File: config.mk
export PLATFORM = sky130hd
export DESIGN_NAME = bcd_calendar_counter
export DESIGN_NICKNAME = d
export VERILOG_FILES = /design/src/rtl/bcd_calendar_counter.sv
export SDC_FILE = /design/constraint.sdc
export NUM_CORES = 1
export LEC_CHECK = 0
export BUFFER_PORTS_ARGS = -buffer_cell sky130_fd_sc_hd__buf_2
export CAP_MARGIN = 30
export CORE_MARGIN = 1
export CORE_UTILIZATION = 55
export CTS_BUF_LIST = sky130_fd_sc_hd__clkbuf_8
export DETAILED_ROUTE_END_ITERATION = 8
export MAX_ROUTING_LAYER = met4
export PLACE_DENSITY = 0.83
export SLEW_MARGIN = 20
export SYNTH_ARGS = -nofsm -noshare
export SYNTH_HDL_FRONTEND = slang
export SYNTH_SLANG_ARGS = --single-unit
File: constraint.sdc
create_clock -name clk -period 3.7 [get_ports clk]
set_input_delay 0.185 -clock clk [delete_from_list [all_inputs] [get_ports clk]]
set_output_delay 0.185 -clock clk [all_outputs]
set_load 0.005 [all_outputs]
File: src/rtl/bcd_calendar_counter.sv
// bcd_calendar_counter
//   Registered BCD calendar (day/month/year). The date advances by one day
//   for each advance strobe. February length follows the leap-year rule.
//   Loads are validated before they are taken, and month, year and
//   year-overflow events are flagged.
//
//   Optional build macro: CAL_JULIAN_EN
//     Defined   -> Julian leap rule: every year whose tens/ones value is
//                  divisible by 4 is a leap year, 00 included.
//     Undefined -> Gregorian leap rule, with the century exception.
//
// Parameters
//   YEAR_DIGITS : number of BCD year digits, 4..8
//   RESET_YEAR  : reset year as a binary integer; must fit in YEAR_DIGITS
//
// Ports
//   clk         in   rising-edge clock
//   reset       in   asynchronous active-high reset
//   load        in   load the date from the load_* inputs (wins over advance)
//   load_day    in   BCD day to load
//   load_month  in   BCD month to load
//   load_year   in   BCD year to load, digit 0 in bits [3:0]
//   advance     in   advance the date by one day
//   day         out  current BCD day
//   month       out  current BCD month
//   year        out  current BCD year
//   leap        out  the current year is a leap year (combinational)
//   month_wrap  out  one-cycle pulse: the last advance crossed a month
//   year_wrap   out  one-cycle pulse: the last advance crossed a year
//   overflow    out  sticky: the year wrapped from all-9s to all-0s
//   load_err    out  one-cycle pulse: the last load was rejected
module bcd_calendar_counter #(
  parameter int YEAR_DIGITS = 4,
  parameter int RESET_YEAR  = 1
) (
  input  logic                     clk,
  input  logic                     reset,
  input  logic                     load,
  input  logic [7:0]               load_day,
  input  logic [7:0]               load_month,
  input  logic [4*YEAR_DIGITS-1:0] load_year,
  input  logic                     advance,
  output logic [7:0]               day,
  output logic [7:0]               month,
  output logic [4*YEAR_DIGITS-1:0] year,
  output logic                     leap,
  output logic                     month_wrap,
  output logic                     year_wrap,
  output logic                     overflow,
  output logic                     load_err
);

  localparam int YW = 4 * YEAR_DIGITS;

  // ---------------------------------------------------------------------
  // Elaboration-time helpers
  // ---------------------------------------------------------------------
  function automatic int pow10(input int n);
    int r;
    r = 1;
    for (int i = 0; i < n; i++) begin
      r = r * 10;
    end
    return r;
  endfunction

  function automatic logic [31:0] bin_to_bcd(input int v);
    logic [31:0] r;
    int          rem;
    r   = 32'd0;
    rem = v;
    for (int i = 0; i < 8; i++) begin
      r[4*i +: 4] = 4'(rem % 10);
      rem         = rem / 10;
    end
    return r;
  endfunction

  generate
    if (YEAR_DIGITS < 4 || YEAR_DIGITS > 8) begin : g_bad_digits
      $error("bcd_calendar_counter: YEAR_DIGITS must be in 4..8");
    end
    if (RESET_YEAR < 0 || RESET_YEAR >= pow10(YEAR_DIGITS)) begin : g_bad_reset_year
      $error("bcd_calendar_counter: RESET_YEAR does not fit in YEAR_DIGITS digits");
    end
  endgenerate

  localparam logic [31:0]   RESET_BCD_FULL = bin_to_bcd(RESET_YEAR);
  localparam logic [YW-1:0] RESET_YEAR_BCD = RESET_BCD_FULL[YW-1:0];

  // ---------------------------------------------------------------------
  // Calendar arithmetic helpers
  // ---------------------------------------------------------------------
  // A two-digit BCD value is divisible by 4 when the tens digit is even and
  // the ones digit is 0/4/8, or the tens digit is odd and the ones is 2/6.
  function automatic logic div4_bcd(input logic [3:0] tens, input logic [3:0] ones);
    logic r;
    if (tens[0] == 1'b0) begin
      r = (ones == 4'd0) || (ones == 4'd4) || (ones == 4'd8);
    end else begin
      r = (ones == 4'd2) || (ones == 4'd6);
    end
    return r;
  endfunction

  // Only the low four digits matter; higher digits never change the result.
  function automatic logic is_leap(input logic [15:0] y);
    logic r;
`ifdef CAL_JULIAN_EN
    r = div4_bcd(y[7:4], y[3:0]);
`else
    if (y[7:0] == 8'h00) begin
      r = div4_bcd(y[15:12], y[11:8]);
    end else begin
      r = div4_bcd(y[7:4], y[3:0]);
    end
`endif
    return r;
  endfunction

  function automatic logic [7:0] days_in_month(input logic [7:0] m, input logic lp);
    logic [7:0] r;
    case (m)
      8'h04, 8'h06, 8'h09, 8'h11: r = 8'h30;
      8'h02:                      r = lp ? 8'h29 : 8'h28;
      default:                    r = 8'h31;
    endcase
    return r;
  endfunction

  function automatic logic [7:0] bcd_inc2(input logic [7:0] v);
    logic [7:0] r;
    if (v[3:0] == 4'd9) begin
      r = {v[7:4] + 4'd1, 4'd0};
    end else begin
      r = {v[7:4], v[3:0] + 4'd1};
    end
    return r;
  endfunction

  // Ripple-carry BCD increment of the year; the MSB is the carry out,
  // which is set only when the year was all 9s.
  function automatic logic [YW:0] year_inc(input logic [YW-1:0] y);
    logic [YW-1:0] r;
    logic          c;
    r = y;
    c = 1'b1;
    for (int i = 0; i < YEAR_DIGITS; i++) begin
      if (c) begin
        if (y[4*i +: 4] == 4'd9) begin
          r[4*i +: 4] = 4'd0;
        end else begin
          r[4*i +: 4] = y[4*i +: 4] + 4'd1;
          c           = 1'b0;
        end
      end else begin
        r[4*i +: 4] = y[4*i +: 4];
      end
    end
    return {c, r};
  endfunction

  function automatic logic year_nibbles_ok(input logic [YW-1:0] y);
    logic ok;
    ok = 1'b1;
    for (int i = 0; i < YEAR_DIGITS; i++) begin
      if (y[4*i +: 4] > 4'd9) begin
        ok = 1'b0;
      end else begin
        ok = ok;
      end
    end
    return ok;
  endfunction

  // ---------------------------------------------------------------------
  // State and next-state signals
  // ---------------------------------------------------------------------
  logic [7:0]    day_r, month_r;
  logic [YW-1:0] year_r;
  logic          month_wrap_r, year_wrap_r, overflow_r, load_err_r;

  logic          leap_s;
  logic          load_leap_s;
  logic [7:0]    load_dim_s;
  logic          load_ok_s;
  logic [7:0]    cur_dim_s;
  logic [YW:0]   year_inc_s;
  logic [7:0]    next_day_s, next_month_s;
  logic [YW-1:0] next_year_s;
  logic          next_mwrap_s, next_ywrap_s, next_ovf_s;

  assign leap_s = is_leap(year_r[15:0]);

  // Load validation: every nibble must be a decimal digit, and the month
  // and day must be in range for the year being loaded.
  always_comb begin
    load_leap_s = is_leap(load_year[15:0]);
    load_dim_s  = days_in_month(load_month, load_leap_s);
    load_ok_s   = 1'b1;
    if (!year_nibbles_ok(load_year) ||
        load_day[3:0] > 4'd9 || load_day[7:4] > 4'd9 ||
        load_month[3:0] > 4'd9 || load_month[7:4] > 4'd9) begin
      load_ok_s = 1'b0;
    end else if (load_month == 8'h00 || load_month > 8'h12) begin
      load_ok_s = 1'b0;
    end else if (load_day == 8'h00 || load_day > load_dim_s) begin
      load_ok_s = 1'b0;
    end else begin
      load_ok_s = 1'b1;
    end
  end

  // Next date for one advance. The state is always a legal date, so a
  // plain BCD magnitude compare against the month length is sufficient.
  always_comb begin
    cur_dim_s    = days_in_month(month_r, leap_s);
    year_inc_s   = year_inc(year_r);
    next_day_s   = day_r;
    next_month_s = month_r;
    next_year_s  = year_r;
    next_mwrap_s = 1'b0;
    next_ywrap_s = 1'b0;
    next_ovf_s   = 1'b0;
    if (day_r < cur_dim_s) begin
      next_day_s = bcd_inc2(day_r);
    end else begin
      next_day_s   = 8'h01;
      next_mwrap_s = 1'b1;
      if (month_r == 8'h12) begin
        next_month_s = 8'h01;
        next_year_s  = year_inc_s[YW-1:0];
        next_ywrap_s = 1'b1;
        next_ovf_s   = year_inc_s[YW];
      end else begin
        next_month_s = bcd_inc2(month_r);
      end
    end
  end

  // Date registers and event flags; a load takes priority over an advance.
  always_ff @(posedge clk or posedge reset) begin
    if (reset) begin
      day_r        <= 8'h01;
      month_r      <= 8'h01;
      year_r       <= RESET_YEAR_BCD;
      month_wrap_r <= 1'b0;
      year_wrap_r  <= 1'b0;
      overflow_r   <= 1'b0;
      load_err_r   <= 1'b0;
    end else if (load) begin
      month_wrap_r <= 1'b0;
      year_wrap_r  <= 1'b0;
      if (load_ok_s) begin
        day_r      <= load_day;
        month_r    <= load_month;
        year_r     <= load_year;
        overflow_r <= 1'b0;
        load_err_r <= 1'b0;
      end else begin
        load_err_r <= 1'b1;
      end
    end else if (advance) begin
      day_r        <= next_day_s;
      month_r      <= next_month_s;
      year_r       <= next_year_s;
      month_wrap_r <= next_mwrap_s;
      year_wrap_r  <= next_ywrap_s;
      overflow_r   <= overflow_r | next_ovf_s;
      load_err_r   <= 1'b0;
    end else begin
      month_wrap_r <= 1'b0;
      year_wrap_r  <= 1'b0;
      load_err_r   <= 1'b0;
    end
  end

  assign day        = day_r;
  assign month      = month_r;
  assign year       = year_r;
  assign leap       = leap_s;
  assign month_wrap = month_wrap_r;
  assign year_wrap  = year_wrap_r;
  assign overflow   = overflow_r;
  assign load_err   = load_err_r;

endmodule

==> impl_metrics.csv <==
group,metric,value,unit
sta,hold_violations,25,
layout,finalCoreUtilization,0.692,
sta,min_period_over_period,0.869,
logic_synthesis,synthArstFlopShare,1.00,
cts,cts.clk_slew.worst_paths,0.07,ns
sta,maxSlewHeadroom,0.499,
sta,skew,0.00762,ns
status,outcome,"finished with violations",
critical_path,crit_path_start_kind,"input port",
cts,ctsHoldBuffers,0,
layout,final_cell_mix,"buf_2 (72), o21ai_0 (39), nand2_1 (36)",
grt,grt_pass1_wl,13400,microns
logic_synthesis,synth.cell_area,2880,sq um
die,rows,25,
die,chipHeight,74.4,microns
grt,globalRoute.totalOverflow,0,
logic_synthesis,synth_compound_area_frac,0.318,
sta,tightest_slew,0.745,ns
layout,n_fill_cell,418,
power_and_ir_drop,clkPwrFrac,0.201,
cts,clock_path_buffers,2,
power_and_ir_drop,leakage,1.49,nW
routing,detail_route.wl_per_cell,17.2,microns
grt,globalRouteTotalUtil,0.326,
logic_synthesis,synth_top_cell_by_area,"dfrtp_1",
sta,fin_hold_ws,-0.0190,ns
critical_path,worst-setup-path-type,"input port to register",
placement,dp_hpwl,5980,microns
critical_path,arrival,3.39,ns
power_and_ir_drop,p_int,0.00113,W
sta,finalSetupViolations,0,
power_and_ir_drop,seqPwrFrac,0.399,
layout,seq_area,905,sq um
status,violations,"hold timing",
critical_path,timing.critical_path.fanout_max,6,
cts,cts_buffers,5,
logic_synthesis,synth_top_area_share,0.287,
routing,drt-pass1-iter-count,5,
placement,port-buffer-count,72,
logic_synthesis,muxShareOfSynthArea,0.0213,
logic_synthesis,avgSynthCellArea,8.25,sq um
logic_synthesis,synth_area_leaders,"dfrtp_1 (29%), o21ai_0 (6.8%), nand2_1 (4.7%)",
logic_synthesis,synth_top_family_by_area,"compound AO/OA/AOI/OAI gates",
sta,maxSlewViolCount,0,
sta,final.setup.tns,0,ns
logic_synthesis,synth_xor_xnor_area_share,0.00608,
grt,grt_pass1_vias,2886,
layout,diodes,0,
power_and_ir_drop,combPwrFrac,0.400,
logic_synthesis,ys.flop_type,"dfrtp_1",
logic_synthesis,synth_cell_types,71,
power_and_ir_drop,peakVddDrop,0.000352,V
cts,post-cts-setup-buffer-count,0,
layout,drive_above_1_share,0.258,
layout,nNetsFinal,458,
die,core_area,4880,sq um
power_and_ir_drop,p_sw_frac,0.416,
cts,htree_levels,2,
logic_synthesis,syn_nets,394,
critical_path,cp.required,3.88,ns
logic_synthesis,syn_inst,349,
sta,max_freq,311,MHz
cts,insertion_delay,0.30,ns
placement,place.gp.congestion,0.965,
sta,rsz0062_at_grt,"no",
logic_synthesis,seq_area_frac_synth,0.314,
die,initial_core_util,0.590,
cts,ctsResizeCount,0,
logic_synthesis,synth_edf_count,0,
die,die_w,74.4,microns
routing,wl,8260,microns
routing,via_per_inst,6.54,
routing,drt_iter0_markers,331,
run,max_cap_violations,0,
routing,route.detailed.drc,0,
logic_synthesis,yosys_warnings,0,
routing,ant_nets,0,
cts,cts_root_buf,"clkbuf_8",
grt,antenna_found_initial,0,
logic_synthesis,synthAdderAreaFrac,0.0391,
power_and_ir_drop,cellPowerDensity,574,nW/um^2
logic_synthesis,ys_seq_elements,36,
die,pin_count,73,
routing,routed-via-count,3147,
layout,syn_to_final_growth,17.2,%
logic_synthesis,synth_simple_gate_area_share,0.238,
power_and_ir_drop,p_switching,0.000807,W
layout,layout_commonest_cell,"buf_2",
die,dieArea,5530,sq um
layout,multiInputGateArea,1790,sq um
sta,fin_crit,3.22,ns
cts,cts.sinks,36,
critical_path,end_kind,"register",
min_path,hp-class,"input port to async pin",
grt,grt_start_max_net_pins,42,
cts,cts_tree,"done",
[cell type report]
type	count	share of cell area
clock buffers	7	0.0285
inverters	19	0.0211
flip-flops and latches	36	0.268
repair buffers	77	0.118
clock inverters	1	0.00889
well taps	67	0.0248
multi-input cells	274	0.531
[sequential cells by signal, indices dropped and copies added (netlist names)]
signal	flops
year	16
day	8
month	8
load_err	1
month_wrap	1
overflow	1
year_wrap	1
[power groups by stage]
stage          Clock (W)  Sequential, W  Combinational, W
3_3_place_gp           0       0.000760          0.000747
5_1_grt         0.000406       0.000798          0.000873
4_1_cts         0.000388       0.000764          0.000773
6_report        0.000388       0.000774          0.000775
3_5_place_dp           0       0.000770          0.000769
2_1_floorplan          0       0.000681          0.000589
[logic make-up (layout without fill, tap and decap cells)]
kind of cell	Yosys count	after routing
DFF	36	36
and+or+nand+nor	129	129
buffers and inverters	39	104
muxes	6	6
AOI/OAI and AO/OA	128	128
xor gates and xnor gates	2	2
adders and majority gates	9	9
[worst max-delay path: stages]
cell,delay (ns)
buf_2,0.11
a211oi_1,0.22
a31oi_1,0.06
o21ai_0,0.14
nor3_1,0.06
a2111oi_0,0.38
a31oi_1,0.11
o311ai_0,0.40
ha_1,0.23
a31oi_1,0.08
o211ai_1,0.30
nand3_1,0.31
a2bb2oi_1,0.47
nand2_1,0.13
a22o_1,0.21
[synthesized netlist by cell type (5+ instances only)]
cell	number
o22ai_1	5
nand3_1	12
o21ai_0	39
a211oi_1	6
nand4_1	7
nand2_1	36
nor3_1	8
dfrtp_1	33
clkbuf_1	8
buf_2	5
a21oi_1	19
nor2_1	25
ha_1	9
mux2i_1	5
nor4_1	7
inv_1	16
a31oi_1	5
[metal layers]
metal,part of all wire,global-route usage,vias up
met5,0,-,-
met3,0.078,0.0583,50
met4,0.042,0.159,0
met1,0.40,0.395,1459
li1,-,-,1457
met2,0.48,0.522,181
[through the flow]
step / worst slack, ns / instance area (sq um) / power [W] / hold slack [ns] / instances
CTS: 0.545 / 3380 / 0.00193 / 0.0141 / 481
global placement: 0.511 / 3250 / 0.00151 / 0.309 / 473
global route: 0.130 / 3380 / 0.00208 / 0.0497 / 481
floorplan: 0.884 / 2880 / 0.00127 / 0.306 / 349
detailed placement: 0.305 / 3250 / 0.00154 / 0.322 / 473
finish: 0.484 / 3380 / 0.00194 / -0.0190 / 481
[path summary, 6_finish.rpt]
check / start / endpoint / slack (ns) / depth (start not counted)
max reg2reg: month[3] / year[9] / 0.52 / 11
max in group asynchronous: reset / day[0] / 3.36 / 3
min in group clk: load_day[0] / day[0] / 0.16 / 3
min reg2reg: overflow / overflow / 0.50 / 1
max: load_year[11] / month[7] / 0.48 / 15
min: reset / month[2] / -0.02 / 3
Power figures use the tool's default switching activity.
